`config.mk`:
```
export PLATFORM = sky130hd
export DESIGN_NAME = bram_save_ctrl
export DESIGN_NICKNAME = d
export VERILOG_FILES = /design/src/rtl/pce_bk_pkg.sv /design/src/rtl/bk_edge.sv /design/src/rtl/bram_save_ctrl.sv
export SDC_FILE = /design/constraint.sdc
export NUM_CORES = 1
export LEC_CHECK = 0
export ABC_AREA = 1
export BUFFER_PORTS_ARGS = -buffer_cell sky130_fd_sc_hd__buf_2
export CORE_MARGIN = 8
export CORE_UTILIZATION = 55
export DETAILED_ROUTE_END_ITERATION = 10
export PLACE_DENSITY_LB_ADDON = 0.15
export SKIP_CTS_REPAIR_TIMING = 1
export SYNTH_ARGS = -nofsm -noshare
export SYNTH_HDL_FRONTEND = slang
export SYNTH_HIERARCHICAL = 1
export SYNTH_SLANG_ARGS = --single-unit
```
`constraint.sdc`:
```
create_clock -name clk_sys -period 4.4 [get_ports clk_sys]
set_clock_uncertainty 0.15 [all_clocks]
set_input_delay 0.22 -clock clk_sys [delete_from_list [all_inputs] [get_ports clk_sys]]
set_output_delay 0.22 -clock clk_sys [all_outputs]
set_load 0.01 [all_outputs]
```
`src/rtl/pce_bk_pkg.sv`:
```
// pce_bk_pkg: shared types and constants for the PC Engine backup RAM save controller
package pce_bk_pkg;
  typedef enum logic [1:0] {IDLE, REQ, ACK, FMT} bk_state_t;
  localparam int BK_SECTORS = 16;
  localparam int BK_FMT_WORDS = 4;
  localparam logic [15:0] BK_FMT_HDR [BK_FMT_WORDS] = '{16'h5548, 16'h4D42, 16'h8800, 16'h8010};
  function automatic logic [15:0] bk_fmt_word(input logic [1:0] idx);
    return BK_FMT_HDR[idx];
  endfunction
endpackage

```
`src/rtl/bk_edge.sv`:
```
// bk_edge: one-flop rising/falling edge detector for a vector of level inputs
// Ports: clk_i/rst_ni clock and async active-low reset, d_i levels,
//        rise_o/fall_o combinational edge strobes (valid in the cycle the level changes).
module bk_edge #(
  parameter int W = 1
) (
  input  logic         clk_i,
  input  logic         rst_ni,
  input  logic [W-1:0] d_i,
  output logic [W-1:0] rise_o,
  output logic [W-1:0] fall_o
);
  logic [W-1:0] d_q;
  always_ff @(posedge clk_i or negedge rst_ni)
    if (!rst_ni) d_q <= '0;
    else d_q <= d_i;
  assign rise_o = d_i & ~d_q;
  assign fall_o = ~d_i & d_q;
endmodule

```
`src/rtl/bram_save_ctrl.sv`:
```
// bram_save_ctrl: sequences the backup RAM image between port B of the dpram and the HPS sector interface
// Inputs : clk_sys, reset_n, download/img_* mount status, load/save/format_req OSD levels,
//          autosave_en, osd_open, bram_wr CPU write strobe, sd_ack host acknowledge.
// Outputs: sd_lba/sd_rd/sd_wr sector requests, fmt_active/fmt_addr/fmt_we format writer,
//          ena, busy, loading, pending, timeout_err status (all registered).
module bram_save_ctrl
  import pce_bk_pkg::*;
#(
  parameter int          SECTORS   = BK_SECTORS,
  parameter int          FMT_WORDS = BK_FMT_WORDS,
  parameter logic [23:0] TIMEOUT   = 24'd12_000_000
) (
  input  logic        clk_sys,
  input  logic        reset_n,
  input  logic        download,
  input  logic        img_mounted,
  input  logic        img_readonly,
  input  logic        img_size_nz,
  input  logic        load_req,
  input  logic        save_req,
  input  logic        format_req,
  input  logic        autosave_en,
  input  logic        osd_open,
  input  logic        bram_wr,
  input  logic        sd_ack,
  output logic [31:0] sd_lba,
  output logic        sd_rd,
  output logic        sd_wr,
  output logic        fmt_active,
  output logic [1:0]  fmt_addr,
  output logic        fmt_we,
  output logic        ena,
  output logic        busy,
  output logic        loading,
  output logic        pending,
  output logic        timeout_err
);
  localparam int SW = $clog2(SECTORS);
  localparam logic [1:0] FLAST = 2'(FMT_WORDS - 1);

  bk_state_t   state_q, state_d;
  logic [31:0] lba_q, lba_d;
  logic [23:0] cnt_q, cnt_d;
  logic [1:0]  faddr_q, faddr_d;
  logic rd_q, rd_d, wr_q, wr_d, busy_q, busy_d, loading_q, loading_d, terr_q, terr_d;
  logic fa_q, fa_d, fwe_q, fwe_d, ena_q, ena_d, pend_q, pend_d;
  logic [4:0] rise, fall;
  logic [2:0] unused_fall;
  logic save_src, load_t, save_t, start;

  // Autosave fires on the edge of the combined condition, so holding the OSD open saves once.
  assign save_src = save_req | (pend_q & osd_open & autosave_en);

  bk_edge #(.W(5)) u_edge (
    .clk_i (clk_sys),
    .rst_ni(reset_n),
    .d_i   ({sd_ack, download, format_req, save_src, load_req}),
    .rise_o(rise),
    .fall_o(fall)
  );
  assign unused_fall = fall[2:0];

  assign load_t = rise[0] | (fall[3] & img_size_nz);
  assign save_t = rise[1];
  assign start  = ena_q & (load_t | save_t);
  assign ena_d  = (download & img_mounted & ~img_readonly) ? 1'b1 : rise[3] ? 1'b0 : ena_q;
  assign pend_d = (ena_q & ~osd_open & bram_wr) ? 1'b1 : busy_q ? 1'b0 : pend_q;

  always_comb begin
    state_d   = state_q;
    lba_d     = lba_q;
    cnt_d     = cnt_q;
    rd_d      = rd_q;
    wr_d      = wr_q;
    busy_d    = busy_q;
    loading_d = loading_q;
    terr_d    = terr_q;
    fa_d      = 1'b0;
    fwe_d     = 1'b0;
    faddr_d   = 2'd0;
    unique case (state_q)
      IDLE:
        if (start) begin
          state_d   = REQ;
          lba_d     = 32'd0;
          cnt_d     = 24'd0;
          rd_d      = load_t;
          wr_d      = ~load_t;
          busy_d    = 1'b1;
          loading_d = load_t;
          terr_d    = 1'b0;
        end else if (rise[2]) begin
          state_d = FMT;
          fa_d    = 1'b1;
          fwe_d   = 1'b1;
        end
      REQ:
        if (rise[4]) begin
          state_d = ACK;
          rd_d    = 1'b0;
          wr_d    = 1'b0;
        end else if (cnt_q == TIMEOUT - 24'd1) begin
          state_d   = IDLE;
          rd_d      = 1'b0;
          wr_d      = 1'b0;
          busy_d    = 1'b0;
          loading_d = 1'b0;
          terr_d    = 1'b1;
        end else cnt_d = cnt_q + 24'd1;
      ACK:
        if (fall[4]) begin
          if (&lba_q[SW-1:0]) begin
            state_d   = IDLE;
            busy_d    = 1'b0;
            loading_d = 1'b0;
          end else begin
            state_d = REQ;
            lba_d   = lba_q + 32'd1;
            cnt_d   = 24'd0;
            rd_d    = loading_q;
            wr_d    = ~loading_q;
          end
        end
      FMT:
        if (faddr_q != FLAST) begin
          fa_d    = 1'b1;
          fwe_d   = 1'b1;
          faddr_d = faddr_q + 2'd1;
        end else state_d = IDLE;
    endcase
  end

  always_ff @(posedge clk_sys or negedge reset_n)
    if (!reset_n) begin
      state_q   <= IDLE;
      lba_q     <= '0;
      cnt_q     <= '0;
      faddr_q   <= '0;
      rd_q      <= 1'b0;
      wr_q      <= 1'b0;
      busy_q    <= 1'b0;
      loading_q <= 1'b0;
      terr_q    <= 1'b0;
      fa_q      <= 1'b0;
      fwe_q     <= 1'b0;
      ena_q     <= 1'b0;
      pend_q    <= 1'b0;
    end else begin
      state_q   <= state_d;
      lba_q     <= lba_d;
      cnt_q     <= cnt_d;
      faddr_q   <= faddr_d;
      rd_q      <= rd_d;
      wr_q      <= wr_d;
      busy_q    <= busy_d;
      loading_q <= loading_d;
      terr_q    <= terr_d;
      fa_q      <= fa_d;
      fwe_q     <= fwe_d;
      ena_q     <= ena_d;
      pend_q    <= pend_d;
    end

  assign sd_lba      = lba_q;
  assign sd_rd       = rd_q;
  assign sd_wr       = wr_q;
  assign fmt_active  = fa_q;
  assign fmt_addr    = faddr_q;
  assign fmt_we      = fwe_q;
  assign ena         = ena_q;
  assign busy        = busy_q;
  assign loading     = loading_q;
  assign pending     = pend_q;
  assign timeout_err = terr_q;
endmodule

```
==> out/metrics.yaml, run 1 <==
reg2reg_from: "state_q[0]"
total_power_uw: 2014
grt_pass1_wl_um: 19820
seqCellArea_sq_mm: 0.001827
overflow: 0
cts_tree: "yes"
synthesis.nets: 705
setup_ws_ns: 1.412
fin_crit_ns: 2.988
syn-mean-instance-area_sq_um: 6.814
crit_type: "reg -> reg"
port_buffers: 55
final_util_pct: 63.64
syn2layout_area_growth_pct: 12.19
vdd_ir_drop_max_mv: 0.6173
via_per_inst: 5.363
fill_cells: 793
start_kind: "flop"
clkTransAtPathRegs_ns: 0.08
antenna_left: 0
cp-end-kind: "flop"
core_sq_mm: 0.008217
reg2reg_slack_ns: 1.41
drive_gt1_share_pct: 15.18
relSlewSlack_pct: 41.08
netlist_instances: 684
diodes: 0
firstDrtPassIters: 5
clk_path_buf_depth: 2
cp.required_ns: 4.47
ios: 56
clockRootBuffer: "clkbuf_8"
setup_viol: 0
nets: 767
hold_class: "in -> reg"
clk_latency_ns: 0.35
die_area_sq_mm: 0.01168
layout_worst_path_cycle_share_pct: 67.90
final_max_slew_viol_count: 0
multi_input_area_sq_mm: 0.002449
arrival_ns: 3.05
fin_setup_tns_ns: 0
maxCapViolCount: 0
grt_use_total_pct: 20.63
cts_made_buffers: 9
start_util_pct: 56.72
wl_um: 11770
worst_slew_pin_slew_ns: 0.8837
synthesis.area_sq_mm: 0.004661
crit_start: "state_q[0]"
rows: 33
clkSinkCount: 73
antenna_found_initial: 0
outcome: "finished, final reports clean"
hold_viol: 0
grt_max_degree: 74
grt_pass1_vias: 4301
rr_worst_depth: 10
max_freq_mhz: 334.7
place_hpwl_um: 8753
htree_levels: 3
reg2reg_to: "sd_lba[20]"
drc: 0
die_h_um: 108.1
wl_per_cell_um: 13.75
gp_congestion: 0.9833
crit_fanout: 38
drtIter0Drc: 298
cp-endpoint: "sd_lba[20]"
dp_slack_ns: 1.497
yosys_warnings: 6
p_per_area_mw_per_mm2: 385.1
die_w_um: 108.1
vias: 4591
leakage_uw: 0.002425
grt_setup_unrepaired: "false"
## stage by stage
step,instance area (sq um),hold slack (ns),cells
2_1_floorplan,4661,-0.2256,684
3_3_place_gp,4956,0.1927,830
3_5_place_dp,4956,0.1942,830
4_1_cts,5129,-0.1762,846
5_1_grt,5229,0.004624,856
6_report,5229,0.005738,856
## registers in the layout (all words and copies together), names as in the netlist
name         count
busy             1
cnt_q           24
ena              1
state_q          2
fmt_addr         2
pending          1
u_edge/d_q       5
fmt_we           1
loading          1
timeout_err      1
sd_lba          32
sd_rd            1
sd_wr            1
## cell type report
class / instances / share of cell area (%)
Tap cell: 105 / 2.513
Sequential cell: 73 / 34.94
Timing Repair Buffer: 67 / 7.514
Clock inverter: 6 / 0.8615
Inverter: 67 / 4.905
Multi-Input combinational cell: 528 / 46.83
Clock buffer: 10 / 2.441
## layout by cell type, fill, tap and decap left out, types with 2 or more instances in the layout
cell and instances:
clkbuf_8 9, o21ai_1 6, nor2_1 109, nand3_1 75, inv_1 64, ha_1 8
buf_4 3, clkinv_4 3, nor2_2 4, o22ai_1 2, nor3_1 6, dfrtp_1 73
buf_2 54, or2_2 8, o21a_1 2, nand4_1 9, o21ai_2 16, nand2_2 7
nand3b_1 2, inv_2 2, dlygate4sd3_1 10, clkinvlp_4 3, o21ai_0 22, nand2_1 227
a21oi_1 10, o21bai_1 5
## worst max-delay path, stage by stage (launching register included)
cell and delay [ns]:
dfrtp_1 0.42, inv_1 0.12, ha_1 0.65, inv_1 0.18, nor2_1 0.14, inv_1 0.10, nand3_1 0.09, buf_4 0.32
inv_1 0.37, a21oi_1 0.25, nor2_1 0.06
## metal layers
layer	up-vias	share of wire [%]	track usage (%)
met1	2134	46	28.38
met4	0	1.0	5.847
met5	-	0	0
met2	152	46	31.78
met3	10	6.6	4.640
li1	2295	-	-
## how the worst min path moves through the flow
stage	startpoint	endpoint	slack, ns	depth (start not counted)
2_1_floorplan	reset_n	busy	-0.23	0
3_3_place_gp	format_req	u_edge/d_q[2]	0.19	1
3_5_place_dp	format_req	u_edge/d_q[2]	0.19	1
4_1_cts	load_req	u_edge/d_q[0]	-0.18	1
5_1_grt	osd_open	pending	0.005	4
6_report	osd_open	pending	0.006	4
## power breakdown
| part | internal [uW] | switching, uW | total, uW |
|---|---|---|---|
| clock network | 206 | 266 | 472 |
| registers | 732 | 55.5 | 787 |
| logic | 193 | 562 | 755 |
(Power assumes the default switching activity.)
==> inputs of run 2 (changes only) <==
Settings changed: CORE_UTILIZATION 55 to 53.
Clock period 4.4 ns to 2.6 ns, I/O delays scaled along.
==> out/metrics.yaml, run 2 (same netlist as run 1, synthesis figures left out) <==
min_delay_worst_endpoint: "loading"
diodes: 0
wl_met3_um: 662
arrival_ns: 2.29
grt_setup_unrepaired: "false"
placed_area_sq_mm: 0.004982
slowest_stage: "dfrtp_1"
cp.required_ns: 2.67
ios: 56
wl_per_cell_um: 13.78
vdd_ir_drop_max_mv: 0.6561
rr_worst_depth: 12
hold_viol: 0
die_w_um: 109.8
fin_crit_ns: 2.217
fin_area_sq_mm: 0.005285
fin_cells: 863
leakage_uw: 0.002460
cts_made_buffers: 9
grt_use_total_pct: 20.39
start_kind: "flop"
reg2reg_slack_ns: 0.38
largest_reg_flops: 32
cp_common_cell: "nand2_1"
reg2reg_from: "pending"
highest-signal-layer: "met4"
nets: 771
min_from: "img_size_nz"
relSlewSlack_pct: 37.08
clk_path_buf_depth: 2
worst-path-buf-inv: 2
reg2reg_to: "cnt_q[21]"
drc: 0
final_max_slew_viol_count: 0
start_util_pct: 53.97
vias: 4540
grt_pass1_vias: 4201
worst_slew_pin_slew_ns: 0.9439
outcome: "finished, final reports clean"
p_per_area_mw_per_mm2: 666.4
met2_length_um: 5425
total_power_uw: 3522
clockRootBuffer: "clkbuf_8"
dp.cells: 836
grt_max_degree: 74
gp_congestion: 0.9150
drive_gt1_share_pct: 15.63
grt_pass1_wl_um: 19720
antenna_found_initial: 0
layout_worst_path_cycle_share_pct: 85.25
cp_slowest_stage_delay_ns: 0.38
place_hpwl_um: 8589
wl_um: 11890
layout_commonest_cell: "nand2_1"
htree_levels: 3
firstDrtPassIters: 5
core_sq_mm: 0.008636
maxCapViolCount: 0
crit_type: "reg -> reg"
syn2layout_area_growth_pct: 13.40
die_h_um: 109.8
cp-end-kind: "flop"
path_delay_family: "simple AND/OR/NAND/NOR gates"
hold_depth: 5
cts_tree: "yes"
antenna_left: 0
crit_start: "pending"
fin_setup_tns_ns: 0
port_buffers: 55
setup_viol: 0
clkSinkCount: 73
final_cell_mix: "227 x nand2_1, 109 x nor2_1, 75 x nand3_1, 73 x dfrtp_1, 64 x inv_1"
rows: 34
clk_latency_ns: 0.35
clkTransAtPathRegs_ns: 0.09
max_freq_mhz: 451.1
hold_class: "in -> reg"
via_per_inst: 5.261
hold_slack_ns: 0.06084
wl_met1_um: 5618
overflow: 0
cp_cell_sequence: "a31o_2, inv_1, nor2_1, inv_1, nand3_1, nand2_2, nand2_1, nand2_1, nor2_2, nand2_4, nand2_1, o21ai_2"
die_area_sq_mm: 0.01205
drtIter0Drc: 284
crit_fanout: 45
[run 2: worst max-delay path by stage]
| stage | endpoint | slack (ns) | cells after the start |
|---|---|---|---|
| after floorplan | cnt_q[2] | 0.74 | 13 |
| after global placement | cnt_q[7] | 0.48 | 10 |
| after detailed placement | cnt_q[15] | 0.43 | 10 |
| after CTS | cnt_q[21] | 0.39 | 10 |
| after global routing | cnt_q[2] | 0.22 | 12 |
| final | cnt_q[21] | 0.38 | 12 |
[run 2: cell type report]
| class | instances | area (sq um) |
|---|---|---|
| timing repair buffer | 71 | 425.4 |
| multi-input combinational | 528 | 2449 |
| clock buffer | 9 | 123.9 |
| fill | 836 | 3351 |
| clock inverter | 7 | 68.82 |
| inverter | 67 | 256.5 |
| sequential | 73 | 1827 |
| tap | 108 | 135.1 |
[run 2: metal layers]
| metal | GRT usage, % | up-vias |
|---|---|---|
| li1 | - | 2309 |
| met1 | 28.38 | 2085 |
| met2 | 31.01 | 128 |
| met3 | 4.103 | 18 |
| met4 | 6.750 | 0 |
| met5 | 0 | - |
[run 2: where the power goes]
part | internal, uW | switching (uW) | leakage [uW]
Combinational | 345 | 948 | 0.00137
Clock | 442 | 464 | 0.0000954
Sequential | 1240 | 85.8 | 0.000994
Total | 2020 | 1500 | 0.00246
[run 2: per-stage QoR]
| stage | worst slack, ns | util [%] |
|---|---|---|
| 4_1_cts | 0.3930 | 59.92 |
| 2_1_floorplan | 0.7423 | - |
| 5_1_grt | 0.2157 | 61.20 |
| 6_report | 0.3834 | 61.20 |
| 3_5_place_dp | 0.4308 | 57.69 |
| 3_3_place_gp | 0.4762 | 57.69 |
[run 2: worst min-delay path, cell delays in order]
cell and delay, ns:
buf_2 0.10, nand2_1 0.07, nand2_1 0.07, nand2_1 0.08
o21ai_0 0.08
